### src/rtl/rr_arbiter4_pkg.sv
// rr_arbiter4_pkg: shared state encoding, sizing constants and the rotating priority search.
package rr_arbiter4_pkg;
  typedef enum logic {IDLE = 1'b0, BUSY = 1'b1} state_e;
  localparam int NREQ = 4;
  localparam int MAX_HOLD_DEF = 8;
  // Scanning downward lets the lowest rotated offset win without an early exit.
  function automatic logic [1:0] pick(input logic [1:0] ptr, input logic [NREQ-1:0] mask);
    logic [1:0] idx;
    pick = ptr;
    for (int i = NREQ - 1; i >= 0; i--) begin
      idx = ptr + 2'(i);
      if (mask[idx]) pick = idx;
    end
  endfunction
endpackage

### src/rtl/rr_arbiter4_decode24.sv
// decode24: 2-to-4 one-hot decoder.
module decode24
  import rr_arbiter4_pkg::*;
(
  input  logic [1:0]      in_idx,
  output logic [NREQ-1:0] onehot
);
  assign onehot = NREQ'(1) << in_idx;
endmodule

### src/rtl/rr_arbiter4.sv
// rr_arbiter4: four-requester round-robin arbiter with a bounded hold time under contention.
module rr_arbiter4
  import rr_arbiter4_pkg::*;
#(
  parameter int MAX_HOLD = MAX_HOLD_DEF,
  parameter int CNT_W    = 4
) (
  input  logic            CLK,
  input  logic            Reset_L,
  input  logic [NREQ-1:0] req,
  output logic [NREQ-1:0] grant,
  output logic [1:0]      grant_idx,
  output logic            grant_valid
);
  localparam logic [CNT_W-1:0] CNT_MAX = CNT_W'(MAX_HOLD - 1);
  state_e           state_q, state_d;
  logic [1:0]       idx_q, idx_d, ptr_q, ptr_d, nxt;
  logic [CNT_W-1:0] cnt_q, cnt_d;
  logic             valid_q, valid_d;
  logic [NREQ-1:0]  own, others;
  decode24 u_dec (.in_idx(idx_q), .onehot(own));
  assign grant       = valid_q ? own : '0;
  assign grant_idx   = idx_q;
  assign grant_valid = valid_q;
  always_comb begin
    state_d = state_q;
    idx_d   = idx_q;
    ptr_d   = ptr_q;
    cnt_d   = cnt_q;
    valid_d = valid_q;
    others  = req & ~own;
    nxt     = pick(idx_q + 2'd1, others);
    if (state_q == IDLE) begin
      if (|req) begin
        idx_d   = pick(ptr_q, req);
        ptr_d   = pick(ptr_q, req) + 2'd1;
        cnt_d   = '0;
        valid_d = 1'b1;
        state_d = BUSY;
      end
    end else if (!req[idx_q] || (|others && cnt_q == CNT_MAX)) begin
      // Release wins over timeout; both hand over directly when someone else waits.
      if (|others) begin
        idx_d = nxt;
        ptr_d = nxt + 2'd1;
        cnt_d = '0;
      end else begin
        state_d = IDLE;
        valid_d = 1'b0;
        cnt_d   = '0;
      end
    end else if (cnt_q != CNT_MAX) begin
      cnt_d = cnt_q + 1'b1;
    end
  end
  always_ff @(posedge CLK or negedge Reset_L) begin
    if (!Reset_L) begin
      state_q <= IDLE;
      idx_q   <= '0;
      ptr_q   <= '0;
      cnt_q   <= '0;
      valid_q <= 1'b0;
    end else begin
      state_q <= state_d;
      idx_q   <= idx_d;
      ptr_q   <= ptr_d;
      cnt_q   <= cnt_d;
      valid_q <= valid_d;
    end
  end
endmodule

### config.mk
export PLATFORM = sky130hd
export DESIGN_NAME = rr_arbiter4
export DESIGN_NICKNAME = d
export VERILOG_FILES = /design/src/rtl/rr_arbiter4_pkg.sv /design/src/rtl/rr_arbiter4_decode24.sv /design/src/rtl/rr_arbiter4.sv
export SDC_FILE = /design/constraint.sdc
export NUM_CORES = 1
export LEC_CHECK = 0
export CAP_MARGIN = 5
export CELL_PAD_IN_SITES_DETAIL_PLACEMENT = 2
export CELL_PAD_IN_SITES_GLOBAL_PLACEMENT = 2
export CORE_AREA = 2 2 59 61
export DETAILED_ROUTE_END_ITERATION = 8
export DIE_AREA = 0 0 61 63
export PLACE_DENSITY_LB_ADDON = 0.1
export SKIP_LAST_GASP = 1
export SYNTH_ARGS = -nofsm -noshare
export SYNTH_HDL_FRONTEND = slang
export SYNTH_HIERARCHICAL = 1
export SYNTH_SLANG_ARGS = --single-unit
### constraint.sdc
create_clock -name CLK -period 1.9 [get_ports CLK]
set_clock_uncertainty 0.2 [all_clocks]
set_input_delay 0.38 -clock CLK [delete_from_list [all_inputs] [get_ports CLK]]
set_output_delay 0.38 -clock CLK [all_outputs]
set_load 0.1 [all_outputs]
==> flow_summary.yaml, run 1 <==
floorplan:
  dieHeight_um: 63
  start_util: 0.267
  dieArea_mm2: 0.00384
  rows: 21
  coreArea_mm2: 0.00323
  die_w_um: 61
  pin_count: 13
outcome:
  violations: "negative setup slack"
  outcome: "finished with violations"
placement:
  dpl_cell_area_mm2: 0.00136
  gp_congestion: 0.802
  dp_hpwl_um: 2860
  io_buffers: 12
sta:
  slew_violations: 0
  timing.slew.headroom: 0.667
  tightest_slew_ns: 0.500
  final.setup.tns_ns: -2.64
  final.period_utilization: 1.18
  finalCriticalPeriod_ns: 2.25
  layout_setup_ws_ns: -0.347
  rsz0062_at_grt: "yes"
  clock.fmax_ghz: 0.445
  timing.final.hold_violations: 0
  finalSetupViolCount: 14
detailed_routing:
  routed_wl_um: 3780
  vias_per_cell: 5.06
  dr.first_iter.drc_count: 28
  firstDrtPassIters: 4
  drc_errors: 0
  wl_per_cell_um: 18.5
  ant_nets: 0
  vias: 1033
clock_network:
  insertion_delay_ns: 0.28
  numCtsBuffers: 3
  path_clk_slew_ns: 0.07
  clockRootBuffer: "clkbuf_4"
  htreeDepth: 1
  cts_tree: "built"
  cts.sinks: 10
  clockBufferDepth: 2
  cts_hold_buf: 0
pwr:
  power_frac_comb: 0.790
  power.leakage_nw: 0.667
  switching_share: 0.502
  power_density_mw_per_mm2: 1930
  internal_power_mw: 1.46
  ir_worst_vdd_v: 0.000655
  p_clk_frac: 0.054
  power.switching_mw: 1.47
  seqPwrFrac: 0.156
global_routing:
  grt-ovfl-total: 0
  grt_pass1_vias: 1192
  grt_antenna_before_repair: 0
  grt_usage: 0.207
  grt_max_degree: 13
  grt_pass1_wl_um: 5900
logic_synthesis:
  synth_nets: 114
  synth.distinct_cells: 41
  synth_largest_area_cell: "dfrtp_1"
  syn_avg_cell_area_um2: 8.07
  syn_area_um2: 863
  synth_edf_count: 0
  ys.flop_type: "dfrtp_1"
  ys_ff_latch: 10
  yosys.area.top_type_share: 0.290
  synth_area_leaders: "dfrtp_1 (29%), nor2_1 (5.7%), a21oi_1 (4.1%)"
  synth_seq_area_share: 0.290
  async_reset_ff_frac: 1.00
  yosysWarnings: 6
  synth_cells: 107
cells_and_area:
  syn_to_final_growth_pct: 75.9
  nNetsFinal: 166
  final_cell_area_mm2: 0.00152
  nFillCells: 367
  layout-drive-gt1-share: 0.525
  antennaDiodeCount: 0
setup_path:
  cp.arrival_ns: 2.22
  cpPeakStageDelay_ns: 0.51
  required_ns: 1.87
  crit_buf_inv: 0
  start_kind: "flop"
  worstPathMaxFanout: 5
  crit_chain: "and2b_2, and2b_4, o31ai_2, a2111oi_2, o32a_2, xnor2_1, o21ai_1"
  end_kind: "flop"
  path_class: "reg -> reg"
  cpMaxStageDelayCell: "dfrtp_4"
  crit_family: "compound AO/OA/AOI/OAI gates"
run:
  drv_cap: 0
min_path:
  hp-class: "in -> async"
-- power groups by stage --
stage	Clock, mW	Sequential [mW]	Combinational, mW
final	0.159	0.457	2.32
after global routing	0.179	0.478	2.45
after CTS	0.159	0.458	2.21
after detailed placement	0	0.458	2.01
after global placement	0	0.440	1.94
after floorplan	0	0.662	0.966
-- cell usage in the layout, fill, tap and decap left out, drive strengths merged, types with 2 or more instances in the layout --
| cell type | synthesis | layout |
|---|---|---|
| mux2i | 2 | 2 |
| a31oi | 2 | 2 |
| nor3 | 2 | 2 |
| a211oi | 2 | 2 |
| nor2 | 13 | 13 |
| o211ai | 4 | 4 |
| nand3 | 5 | 5 |
| a21o | 3 | 3 |
| dlygate4sd2 | 0 | 4 |
| clkbuf | 1 | 4 |
| a21oi | 7 | 7 |
| dfrtp | 10 | 10 |
| o21ai | 6 | 6 |
| nand2b | 4 | 4 |
| and2b | 3 | 3 |
| and2 | 5 | 5 |
| buf | 2 | 45 |
| nand2 | 8 | 8 |
| nand4 | 3 | 3 |
| inv | 5 | 5 |
| or3 | 2 | 2 |
| nor2b | 4 | 4 |
-- flip-flops by register name (all words and copies together) (netlist names) --
name	flops
state_q	1
cnt_q	4
ptr_q	2
grant_idx	2
grant_valid	1
-- path summary, 6_finish.rpt --
check                                    startpoint                  endpoint  slack (ns)  cells past startpoint
max reg2reg                grant_idx[0]$_DFFE_PN0P_      ptr_q[1]$_DFFE_PN0P_       -0.35                      7
max in group asynchronous                   Reset_L   grant_valid$_DFFE_PN0P_        0.92                      1
max                        grant_idx[0]$_DFFE_PN0P_      ptr_q[1]$_DFFE_PN0P_       -0.35                      7
min                                         Reset_L  grant_idx[0]$_DFFE_PN0P_        0.22                      1
min reg2reg                    cnt_q[1]$_DFFE_PN0P_      cnt_q[1]$_DFFE_PN0P_        0.34                      1
min in group CLK               cnt_q[1]$_DFFE_PN0P_      cnt_q[1]$_DFFE_PN0P_        0.34                      1
-- layer usage --
layer / routed length, um / part of all wire / vias up / global-route usage
met1: 1420 / 0.38 / 522 / 0.227
met3: 51 / 0.013 / 6 / 0.0145
li1: - / - / 498 / -
met5: 0 / 0 / - / 0
met4: 61 / 0.016 / 0 / 0.0625
met2: 2250 / 0.59 / 7 / 0.399
-- final cells by class --
cell class	count	area (um2)	area share
multi-input combinational	89	672	0.442
timing repair buffer	50	485	0.320
sequential	10	259	0.171
tap	46	57.6	0.0379
inverter	5	18.8	0.0124
clock buffer	4	26.3	0.0173
-- timing repair --
item | in CTS | in global routing
gates resized for setup | 16 | 11
hold endpoints to repair | 0 | 0
setup endpoints to repair | 14 | 14
pin swaps | 6 | 10
buffers inserted | 6 | 1
-- through the flow --
step | hold WS (ns) | total power [mW] | utilization | instances | setup WS, ns
after detailed placement | 0.331 | 2.47 | 0.420 | 193 | -0.581
final | 0.222 | 2.93 | 0.470 | 204 | -0.347
after CTS | 0.243 | 2.82 | 0.454 | 203 | -0.295
after global routing | 0.251 | 3.10 | 0.470 | 204 | -0.452
after floorplan | -0.116 | 1.63 | - | 107 | -0.340
after global placement | 0.311 | 2.38 | 0.420 | 193 | -0.469
-- cells by family (layout without fill, tap and decap cells) --
| group | Yosys count | after routing | share of synthesized area |
|---|---|---|---|
| AND/OR/NAND/NOR | 52 | 52 | 0.322 |
| AO/OA/AOI/OAI | 32 | 32 | 0.270 |
| flip-flops | 10 | 10 | 0.290 |
| buffers and inverters | 8 | 59 | 0.0449 |
| multiplexers | 3 | 3 | 0.0493 |
| adder cells (fa/ha/maj) | 1 | 1 | 0.0145 |
| XOR/XNOR | 1 | 1 | 0.0101 |
-- synthesized netlist by cell type (2+ instances only) --
cell      number
nor2_1        13
dfrtp_1       10
nand2_1        8
a21oi_1        7
inv_1          5
nand3_1        5
o21ai_0        5
and2_1         4
nand2b_1       4
nor2b_1        4
o211ai_1       4
a21o_1         3
nand4_1        3
a211oi_1       2
mux2i_1        2
nor3_1         2
or3_1          2
Power figures use the tool's default switching activity.
==> inputs of run 2 (changes only) <==
- ABC_AREA: not set -> 1
- CORE_AREA: 2 2 59 61 -> 2 2 67 69
- DIE_AREA: 0 0 61 63 -> 0 0 69 71
==> flow_summary.yaml, run 2 <==
outcome:
  outcome: "finished with violations"
  violations: "negative setup slack"
cells_and_area:
  layout-drive-gt1-share: 0.528
  syn_to_final_growth_pct: 79.2
  antennaDiodeCount: 0
  nFillCells: 493
  layout_common_cells: "nand2_1 (41), buf_4 (22), nand2_2 (14)"
  multiInputGateArea_um2: 905
  seqCellArea_um2: 259
  largest_reg_flops: 4
  nNetsFinal: 220
  final_cell_area_mm2: 0.00187
  layout_commonest_cell: "nand2_1"
  regMostFlops: "cnt_q"
logic_synthesis:
  ys_ff_latch: 10
  synth_largest_area_cell: "dfrtp_1"
  yosysWarnings: 6
  syn_area_mm2: 0.00104
  ys.flop_type: "dfrtp_1"
  synth_cells: 171
  yosys.area.top_type_share: 0.240
  synth_nets: 178
  synth_seq_area_share: 0.240
  synth_common_cells: "nand2_1 (58), inv_1 (25), nand3_1 (21)"
  syn_avg_cell_area_um2: 6.11
  synth_area_leaders: "dfrtp_1 (24%), nand2_1 (21%), nand3_1 (10%)"
  synth_edf_count: 0
  synth.distinct_cells: 27
  synth_most_common_cell: "nand2_1"
  async_reset_ff_frac: 1.00
floorplan:
  pin_count: 13
  coreArea_mm2: 0.00420
  die_w_um: 69
  dieArea_mm2: 0.00490
  dieHeight_um: 71
  start_util: 0.249
  rows: 24
placement:
  gp_congestion: 0.774
  io_buffers: 12
  dpl_cell_area_mm2: 0.00147
  dp_hpwl_um: 3140
setup_path:
  worstPathMaxFanout: 7
  start_kind: "flop"
  path_class: "reg -> out"
  cp.arrival_ns: 1.47
  crit_path_end: "grant[0]"
  cp-startpoint: "grant_idx[0]$_DFFE_PN0P_"
  rr_worst_depth: 12
  reg2reg_from: "grant_idx[0]$_DFFE_PN0P_"
  r2r_end: "cnt_q[3]$_DFFE_PN0P_"
  required_ns: 1.32
  end_kind: "output pin"
  r2r_slack_ns: -0.15
global_routing:
  grt_usage: 0.164
  grt_pass1_vias: 1379
  grt_max_degree: 11
  grt-ovfl-total: 0
  grt_antenna_before_repair: 0
  grt_pass1_wl_um: 6470
sta:
  rsz0062_at_grt: "yes"
  slew_violations: 0
  hold-worst-slack_ns: 0.274
  clock.fmax_ghz: 0.488
  finalSetupViolCount: 10
  finalCriticalPeriod_ns: 2.05
  timing.slew.headroom: 0.667
  tightest_slew_ns: 0.498
  timing.final.hold_violations: 0
  final.period_utilization: 1.08
  layout_setup_ws_ns: -0.148
clock_network:
  htreeDepth: 1
  insertion_delay_ns: 0.24
  path_clk_slew_ns: 0.06
  numCtsBuffers: 3
  clockBufferDepth: 2
  clockRootBuffer: "clkbuf_8"
  cts.sinks: 10
  cts_hold_buf: 0
  cts_tree: "built"
run:
  drv_cap: 0
detailed_routing:
  routed_wl_um: 4410
  vias: 1263
  dr.first_iter.drc_count: 27
  drc_errors: 0
  firstDrtPassIters: 4
  vias_per_cell: 4.78
  ant_nets: 0
  wl_per_cell_um: 16.7
min_path:
  hp-class: "in -> async"
-- run 2: cell types whose count changed in the layout (fill, tap and decap cells not counted), moves of 7 or more --
cell | before | now
nand3_2 | 0 | 11
nand2_2 | 1 | 14
inv_1 | 5 | 12
nand2_1 | 7 | 41
buf_4 | 34 | 22
inv_2 | 0 | 8
nand2_4 | 0 | 9
-- run 2: what timing repair did --
item	4_1_cts	5_1_grt
resized for setup	39	47
gates cloned	0	1
pin swaps	6	21
endpoints found under the hold margin	0	0
buffers inserted	0	5
setup endpoints to repair	12	12
-- run 2: worst min path at each step --
stage | startpoint | to | slack (ns) | cells after the start
2_1_floorplan | Reset_L | cnt_q[0]$_DFFE_PN0P_ | -0.12 | 0
3_3_place_gp | cnt_q[1]$_DFFE_PN0P_ | cnt_q[1]$_DFFE_PN0P_ | 0.32 | 1
3_5_place_dp | cnt_q[0]$_DFFE_PN0P_ | cnt_q[0]$_DFFE_PN0P_ | 0.34 | 2
4_1_cts | Reset_L | state_q$_DFF_PN0_ | 0.29 | 1
5_1_grt | Reset_L | grant_idx[0]$_DFFE_PN0P_ | 0.29 | 1
6_report | Reset_L | grant_idx[0]$_DFFE_PN0P_ | 0.27 | 1
-- run 2: layout make-up --
type                    instances  share of cell area
clock buffers                   4              0.0294
inverters                      29              0.0782
multi-input cells             129               0.483
flip-flops and latches         10               0.138
well taps                      52              0.0348
repair buffers                 40               0.236
-- run 2: worst max-delay path, cell delays in order, from the launching register on --
cell	delay, ns
dfrtp_4	0.57
nor2_4	0.16
buf_4	0.12
buf_6	0.09
nand2_4	0.04
clkinvlp_4	0.08
buf_12	0.16
-- run 2: layer usage --
metal	GRT usage	routed length (um)	part of all wire	vias up
li1	-	-	-	622
met1	0.192	1810	0.41	628
met2	0.322	2500	0.57	13
met3	0.0328	93	0.021	0
met4	0.00654	0	0	0
met5	0	0	0	-
-- run 2: kinds of logic (layout without fill, tap and decap cells) --
kind of cell | Yosys count | count (layout) | synth area share
compound gates | 21 | 21 | 0.117
xor+xnor | 5 | 5 | 0.0491
simple gates | 102 | 102 | 0.447
flops | 10 | 10 | 0.240
buf+inv | 32 | 73 | 0.135
fa+ha+maj | 1 | 1 | 0.0120
-- run 2: metrics by stage --
stage          setup WS (ns)  setup TNS, ns  utilization  cells
6_report              -0.148          -1.12        0.445    264
4_1_cts              -0.0971         -0.609        0.385    258
2_1_floorplan        -0.0876         -0.281            -    171
3_5_place_dp          -0.587          -3.82        0.351    254
5_1_grt               -0.289          -2.18        0.445    264
3_3_place_gp          -0.478          -3.14        0.351    254
Power of run 2 is left out: the tool's default activity adds up to more than one toggle a clock period on the data nets, which glitch-free logic cannot reach.
